**src/rtl/drt_reader_if.sv**
```systemverilog
// drt_reader_if: Wishbone read port between the DRT walker and the DRT ROM
interface drt_reader_if;
  logic        wbm_cyc_o;
  logic        wbm_stb_o;
  logic        wbm_we_o;
  logic [31:0] wbm_adr_o;
  logic [31:0] wbm_dat_o;
  logic [31:0] wbm_dat_i;
  logic        wbm_ack_i;
  modport master (output wbm_cyc_o, wbm_stb_o, wbm_we_o, wbm_adr_o, wbm_dat_o, input wbm_dat_i, wbm_ack_i);
  modport slave (input wbm_cyc_o, wbm_stb_o, wbm_we_o, wbm_adr_o, wbm_dat_o, output wbm_dat_i, wbm_ack_i);
endinterface

```
**src/rtl/drt_reader.sv**
```systemverilog
// drt_reader: walks the Device ROM Table over Wishbone and returns offset/size of a requested device ID
// Optional ack watchdog enabled by defining DRT_READER_TIMEOUT_EN.
module drt_reader #(
  parameter logic [31:0] DRT_BASE_ADR = 32'h0000_0000,
  parameter int MAX_DEVICES = 16,
  parameter int TIMEOUT_CYCLES = 255
) (
  input  logic        clk,
  input  logic        rst,
  input  logic        start,
  input  logic [31:0] search_id,
  output logic        busy,
  output logic        done,
  output logic        found,
  output logic        err,
  output logic [31:0] drt_id,
  output logic [31:0] num_devices,
  output logic [7:0]  dev_index,
  output logic [31:0] dev_mem_off,
  output logic [31:0] dev_size,
  drt_reader_if.master bus
);
  typedef enum logic [1:0] {IDLE, REQ, REL, FIN} state_t;
  typedef enum logic [2:0] {HDR_ID, HDR_NUM, ENT_ID, ENT_OFF, ENT_SIZE} step_t;
  state_t state, state_n;
  step_t step, step_n;
  logic [7:0] idx, idx_n, lim;
  logic [31:0] sid, off;
  logic last, to;
  assign busy = state == REQ || state == REL;
  assign done = state == FIN;
  assign lim = num_devices > 32'(MAX_DEVICES) ? 8'(MAX_DEVICES) : num_devices[7:0];
  assign last = {1'b0, idx} + 9'd1 == {1'b0, lim};
  assign off = step == HDR_ID ? 32'd0 : step == HDR_NUM ? 32'd1 :
               32'd4 + {22'd0, idx, 2'b00} + (step == ENT_OFF ? 32'd2 : step == ENT_SIZE ? 32'd3 : 32'd0);
  assign bus.wbm_cyc_o = busy;
  assign bus.wbm_stb_o = state == REQ;
  assign bus.wbm_we_o = 1'b0;
  assign bus.wbm_dat_o = 32'd0;
  assign bus.wbm_adr_o = busy ? DRT_BASE_ADR + off : 32'd0;
`ifdef DRT_READER_TIMEOUT_EN
  logic [31:0] tcnt;
  assign to = busy && tcnt == 32'(TIMEOUT_CYCLES - 1);
  always_ff @(posedge clk)
    if (rst) tcnt <= '0;
    else if (state_n == REQ && state != REQ) tcnt <= '0;
    else if (busy) tcnt <= tcnt + 32'd1;
`else
  logic unused_timeout;
  assign unused_timeout = TIMEOUT_CYCLES != 0;
  assign to = 1'b0;
`endif
  always_comb begin
    state_n = state;
    step_n = step;
    idx_n = idx;
    if (to) state_n = FIN;
    else case (state)
      IDLE: if (start) begin
        state_n = REQ;
        step_n = HDR_ID;
        idx_n = '0;
      end
      REQ: if (bus.wbm_ack_i) state_n = REL;
      REL: if (!bus.wbm_ack_i) begin
        state_n = REQ;
        case (step)
          HDR_ID: step_n = HDR_NUM;
          HDR_NUM: if (lim == 8'd0) state_n = FIN; else step_n = ENT_ID;
          ENT_ID: if (found) step_n = ENT_OFF; else if (last) state_n = FIN; else idx_n = idx + 8'd1;
          ENT_OFF: step_n = ENT_SIZE;
          default: state_n = FIN;
        endcase
      end
      default: state_n = IDLE;
    endcase
  end
  always_ff @(posedge clk) begin
    if (rst) begin
      state <= IDLE;
      step <= HDR_ID;
      idx <= '0;
      sid <= '0;
      found <= 1'b0;
      err <= 1'b0;
      drt_id <= '0;
      num_devices <= '0;
      dev_index <= '0;
      dev_mem_off <= '0;
      dev_size <= '0;
    end else begin
      state <= state_n;
      step <= step_n;
      idx <= idx_n;
      if (state == IDLE && start) begin
        sid <= search_id;
        found <= 1'b0;
        err <= 1'b0;
        drt_id <= '0;
        num_devices <= '0;
        dev_index <= '0;
        dev_mem_off <= '0;
        dev_size <= '0;
      end
      if (to) begin
        err <= 1'b1;
        found <= 1'b0;
      end else if (state == REQ && bus.wbm_ack_i) case (step)
        HDR_ID: drt_id <= bus.wbm_dat_i;
        HDR_NUM: num_devices <= bus.wbm_dat_i;
        ENT_ID: if (bus.wbm_dat_i == sid) begin
          found <= 1'b1;
          dev_index <= idx;
        end
        ENT_OFF: dev_mem_off <= bus.wbm_dat_i;
        default: dev_size <= bus.wbm_dat_i;
      endcase
    end
  end
endmodule

```
**src/flat_wrapper.sv**
```systemverilog
// flat-port wrapper written by rule: the top's interface ports become plain ports
module drt_reader_flat 
#(
  parameter logic [31:0] DRT_BASE_ADR = 32'h0000_0000,
  parameter int MAX_DEVICES = 16,
  parameter int TIMEOUT_CYCLES = 255
)
  (clk, rst, start, search_id, busy, done, found, err, drt_id, num_devices, dev_index, dev_mem_off, dev_size, bus_wbm_cyc_o, bus_wbm_stb_o, bus_wbm_we_o, bus_wbm_adr_o, bus_wbm_dat_o, bus_wbm_dat_i, bus_wbm_ack_i);
  drt_reader_if bus_i ();
  input  logic clk;
  input  logic rst;
  input  logic start;
  input  logic [31:0] search_id;
  output logic busy;
  output logic done;
  output logic found;
  output logic err;
  output logic [31:0] drt_id;
  output logic [31:0] num_devices;
  output logic [7:0] dev_index;
  output logic [31:0] dev_mem_off;
  output logic [31:0] dev_size;
  output wire logic [$bits(bus_i.wbm_cyc_o)-1:0] bus_wbm_cyc_o;
  output wire logic [$bits(bus_i.wbm_stb_o)-1:0] bus_wbm_stb_o;
  output wire logic [$bits(bus_i.wbm_we_o)-1:0] bus_wbm_we_o;
  output wire logic [$bits(bus_i.wbm_adr_o)-1:0] bus_wbm_adr_o;
  output wire logic [$bits(bus_i.wbm_dat_o)-1:0] bus_wbm_dat_o;
  input wire logic [$bits(bus_i.wbm_dat_i)-1:0] bus_wbm_dat_i;
  input wire logic [$bits(bus_i.wbm_ack_i)-1:0] bus_wbm_ack_i;
  assign bus_wbm_cyc_o = bus_i.wbm_cyc_o;
  assign bus_wbm_stb_o = bus_i.wbm_stb_o;
  assign bus_wbm_we_o = bus_i.wbm_we_o;
  assign bus_wbm_adr_o = bus_i.wbm_adr_o;
  assign bus_wbm_dat_o = bus_i.wbm_dat_o;
  assign bus_i.wbm_dat_i = bus_wbm_dat_i;
  assign bus_i.wbm_ack_i = bus_wbm_ack_i;
  drt_reader #(.DRT_BASE_ADR(DRT_BASE_ADR), .MAX_DEVICES(MAX_DEVICES), .TIMEOUT_CYCLES(TIMEOUT_CYCLES)) u_core (.clk(clk), .rst(rst), .start(start), .search_id(search_id), .busy(busy), .done(done), .found(found), .err(err), .drt_id(drt_id), .num_devices(num_devices), .dev_index(dev_index), .dev_mem_off(dev_mem_off), .dev_size(dev_size), .bus(bus_i));
endmodule
```
**config.mk**
```make
export PLATFORM = sky130hd
export DESIGN_NAME = drt_reader_flat
export DESIGN_NICKNAME = d
export VERILOG_FILES = /design/src/rtl/drt_reader_if.sv /design/src/rtl/drt_reader.sv /design/src/flat_wrapper.sv
export SDC_FILE = /design/constraint.sdc
export NUM_CORES = 1
export LEC_CHECK = 0
export ABC_CLOCK_PERIOD_IN_PS = 2000
export CAP_MARGIN = 15
export CELL_PAD_IN_SITES_DETAIL_PLACEMENT = 1
export CELL_PAD_IN_SITES_GLOBAL_PLACEMENT = 2
export CORE_AREA = 5 5 195 197
export CTS_CLUSTER_DIAMETER = 60
export DETAILED_ROUTE_END_ITERATION = 7
export DIE_AREA = 0 0 200 202
export PLACE_DENSITY_LB_ADDON = 0.1
export SLEW_MARGIN = 20
export SYNTH_ARGS = -nofsm -noshare
export SYNTH_HDL_FRONTEND = slang
export SYNTH_SLANG_ARGS = --single-unit
```
**constraint.sdc**
```tcl
create_clock -name clk -period 2 [get_ports clk]
set_input_delay 0.3 -clock clk [delete_from_list [all_inputs] [get_ports clk]]
set_output_delay 0.3 -clock clk [all_outputs]
set_load 0.02 [all_outputs]
```
==> flow_metrics.tcl <==
set metrics [dict create \
    cts_sinks 182 \
    cp.arrival_ps 2440 \
    cp-endpoint "u_core.idx[4]" \
    synth-seq-area-share_pct 44.66 \
    r2r_slack_ps -100 \
    finalHoldViolCount 0 \
    viasPerCell 4.480 \
    synth_top_area_cell "dfxtp_1" \
    regToRegEndpoint "u_core.idx[4]" \
    layout-drive-gt1-share_pct 22.54 \
    root_buffer "clkbuf_16" \
    finalWirelength_um 37760 \
    final_cells 1840 \
    power_frac_comb_pct 13.3 \
    post_synth_num_cell_types 62 \
    syn_area_mm2 0.008159 \
    path_clk_slew_ps 70 \
    async_flop_share_pct 0 \
    worst_setup_path_end_kind "register" \
    die_w_um 200 \
    crit_type "reg -> reg" \
    leakage_nw 4.778 \
    track_usage_pct 18.20 \
    final_area_mm2 0.01307 \
    dr_total_vias 8244 \
    reg2reg_from "u_core.num_devices[10]" \
    grt_max_degree 60 \
    io_pins 275 \
    slew_headroom_pct 52.79 \
    wl_per_cell_um 20.52 \
    first_iter_violations 333 \
    synth.avg_cell_area_um2 7.976 \
    dp_cells 1791 \
    layout.nets 1432 \
    synth_flop_cell "dfxtp_1" \
    p_int_mw 5.886 \
    min_period_ps 2103 \
    min_period_over_period_pct 105.1 \
    outcome "finished, violations left" \
    cts_buffers 17 \
    startpoint "u_core.num_devices[10]" \
    reg2reg_depth 7 \
    timing.hold.ws_ps 210.4 \
    yosys_warnings 0 \
    tightest_slew_ps 708.1 \
    p_total_mw 8.172 \
    cap_violations 0 \
    utilization_pct 36.22 \
    sequentialPowerShare_pct 45.6 \
    ant_nets 0 \
    rows 70 \
    start_util_pct 22.61 \
    clock_path_buffers 2 \
    crit_fanout 4 \
    placed_cell_area_mm2 0.01186 \
    syn-instance-count 1023 \
    die_area_mm2 0.04040 \
    clockPowerShare_pct 41.1 \
    rsz0062_at_grt "yes" \
    grt_pass1_wl_um 55520 \
    clock-skew-final_ps 10.85 \
    clk_latency_ps 440 \
    switching_share_pct 27.97 \
    dr.pass1.iters 4 \
    synth-seq-cells 182 \
    p_switching_mw 2.286 \
    fin_setup_tns_ps -601.7 \
    io_buffers 219 \
    irDropWorstVdd_mv 0.4928 \
    cts_tree "built" \
    gr-total-overflow 0 \
    dpl.hpwl_um 28400 \
    cp-start-kind "register" \
    setup_ws_ps -102.7 \
    max_freq_mhz 475.6 \
    setup_viol 13 \
    p_per_area_mw_per_mm2 625.3 \
    core_mm2 0.03608 \
    fp.dieH_um 202 \
    drc 0 \
    synth.area.top_cells "dfxtp_1, a21oi_1, nand2_1" \
    grt_pass1_vias 8616 \
    syn2layout_area_growth_pct 60.18 \
    place_congestion 0.7761 \
    htree_levels 4 \
    slew_violations 0 \
    synth_top_area_share_pct 44.66 \
    dp_slack_ps -626.9 \
    antenna_found_initial 3 \
    required_ps 2340 \
    min_path_type "in -> reg" \
    violations "negative setup slack" \
    synth_edf_count 0 \
]
[worst max-delay path, stage by stage, from the launching register on]
cell,delay [ps]
dfxtp_2,340
nor4_4,310
nand4_1,150
buf_6,160
nor4_4,340
o32ai_4,180
o21a_4,270
o32ai_2,250
[area by class of cell]
cell class / instances / area, um^2
Clock inverter: 13 / 122.6
Sequential cell: 182 / 3674
Antenna cell: 1 / 2.502
Fill cell: 4272 / 23020
Tap cell: 468 / 585.6
Clock buffer: 18 / 439.2
Multi-Input combinational cell: 752 / 4388
Timing Repair Buffer: 397 / 3819
Inverter: 9 / 38.79
[worst min-delay path by stage]
stage                                  from                   to  depth (start not counted)
after floorplan                search_id[0]        u_core.sid[0]                          2
after global placement    u_core.drt_id[28]    u_core.drt_id[28]                          2
after detailed placement  u_core.drt_id[28]    u_core.drt_id[28]                          2
after CTS                               rst  u_core.dev_index[7]                          2
after global routing                    rst  u_core.dev_index[6]                          2
final                                   rst  u_core.dev_index[3]                          2
[flip-flops by register name (all words and copies together), names as in the netlist]
register	cells
u_core.dev_index	8
u_core.dev_mem_off	32
u_core.dev_size	32
u_core.drt_id	32
u_core.found	1
u_core.idx	8
u_core.num_devices	32
u_core.sid	32
u_core.state	2
u_core.step	3
[metal layers]
metal  vias to the layer above  track usage, %  routed length [um]
met2                       160           30.91               18650
met4                         4           3.857                 511
li1                       4045               -                   -
met1                      4009           23.70               16960
met3                        26           3.951                1615
met5                         -               0                  19
[cells in the final DEF, fill, tap and decap left out, types with 8 or more instances in the layout]
| master | instances |
|---|---|
| a21oi_1 | 166 |
| buf_12 | 18 |
| buf_4 | 145 |
| buf_6 | 27 |
| clkbuf_16 | 17 |
| clkdlybuf4s50_1 | 202 |
| conb_1 | 55 |
| dfxtp_1 | 168 |
| dfxtp_2 | 9 |
| mux2i_1 | 8 |
| nand2_1 | 202 |
| nand3_1 | 129 |
| nand4_1 | 10 |
| nor2_1 | 23 |
| xnor2_1 | 25 |
| xor2_1 | 10 |
[power groups by stage]
stage | logic, mW | registers, mW | clock network (mW)
2_1_floorplan | 0.519 | 3.83 | 0
6_report | 1.09 | 3.73 | 3.36
4_1_cts | 1.10 | 3.73 | 3.48
5_1_grt | 1.17 | 3.74 | 3.61
3_5_place_dp | 1.08 | 3.82 | 0
3_3_place_gp | 1.08 | 3.82 | 0
[cells by family (layout without fill, tap and decap cells)]
family | Yosys count | in the layout | share of synthesized area (%)
mux | 11 | 11 | 1.365
simple gates | 438 | 438 | 25.46
flops | 182 | 182 | 44.66
buf+inv | 143 | 437 | 9.400
xor+xnor | 40 | 40 | 4.570
compound gates | 203 | 203 | 13.74
fa+ha+maj | 5 | 5 | 0.7668
other cells | 1 | 56 | 0.04596
[repair_timing]
action	4_1_cts	5_1_grt
endpoints found under the setup margin	33	54
pin swaps	22	27
setup buffers	13	6
hold buffers	0	0
resized for setup	110	59
[synthesized netlist by cell type, types with 9 or more instances]
library cell,instances
nor3_1,9
xnor2_1,27
a21oi_1,169
inv_1,9
nor2_1,30
clkbuf_1,67
xor2_1,11
dfxtp_1,182
buf_4,56
nand2_1,203
mux2i_1,10
nand4_1,10
nand3_1,131
(Power assumes the default switching activity.)
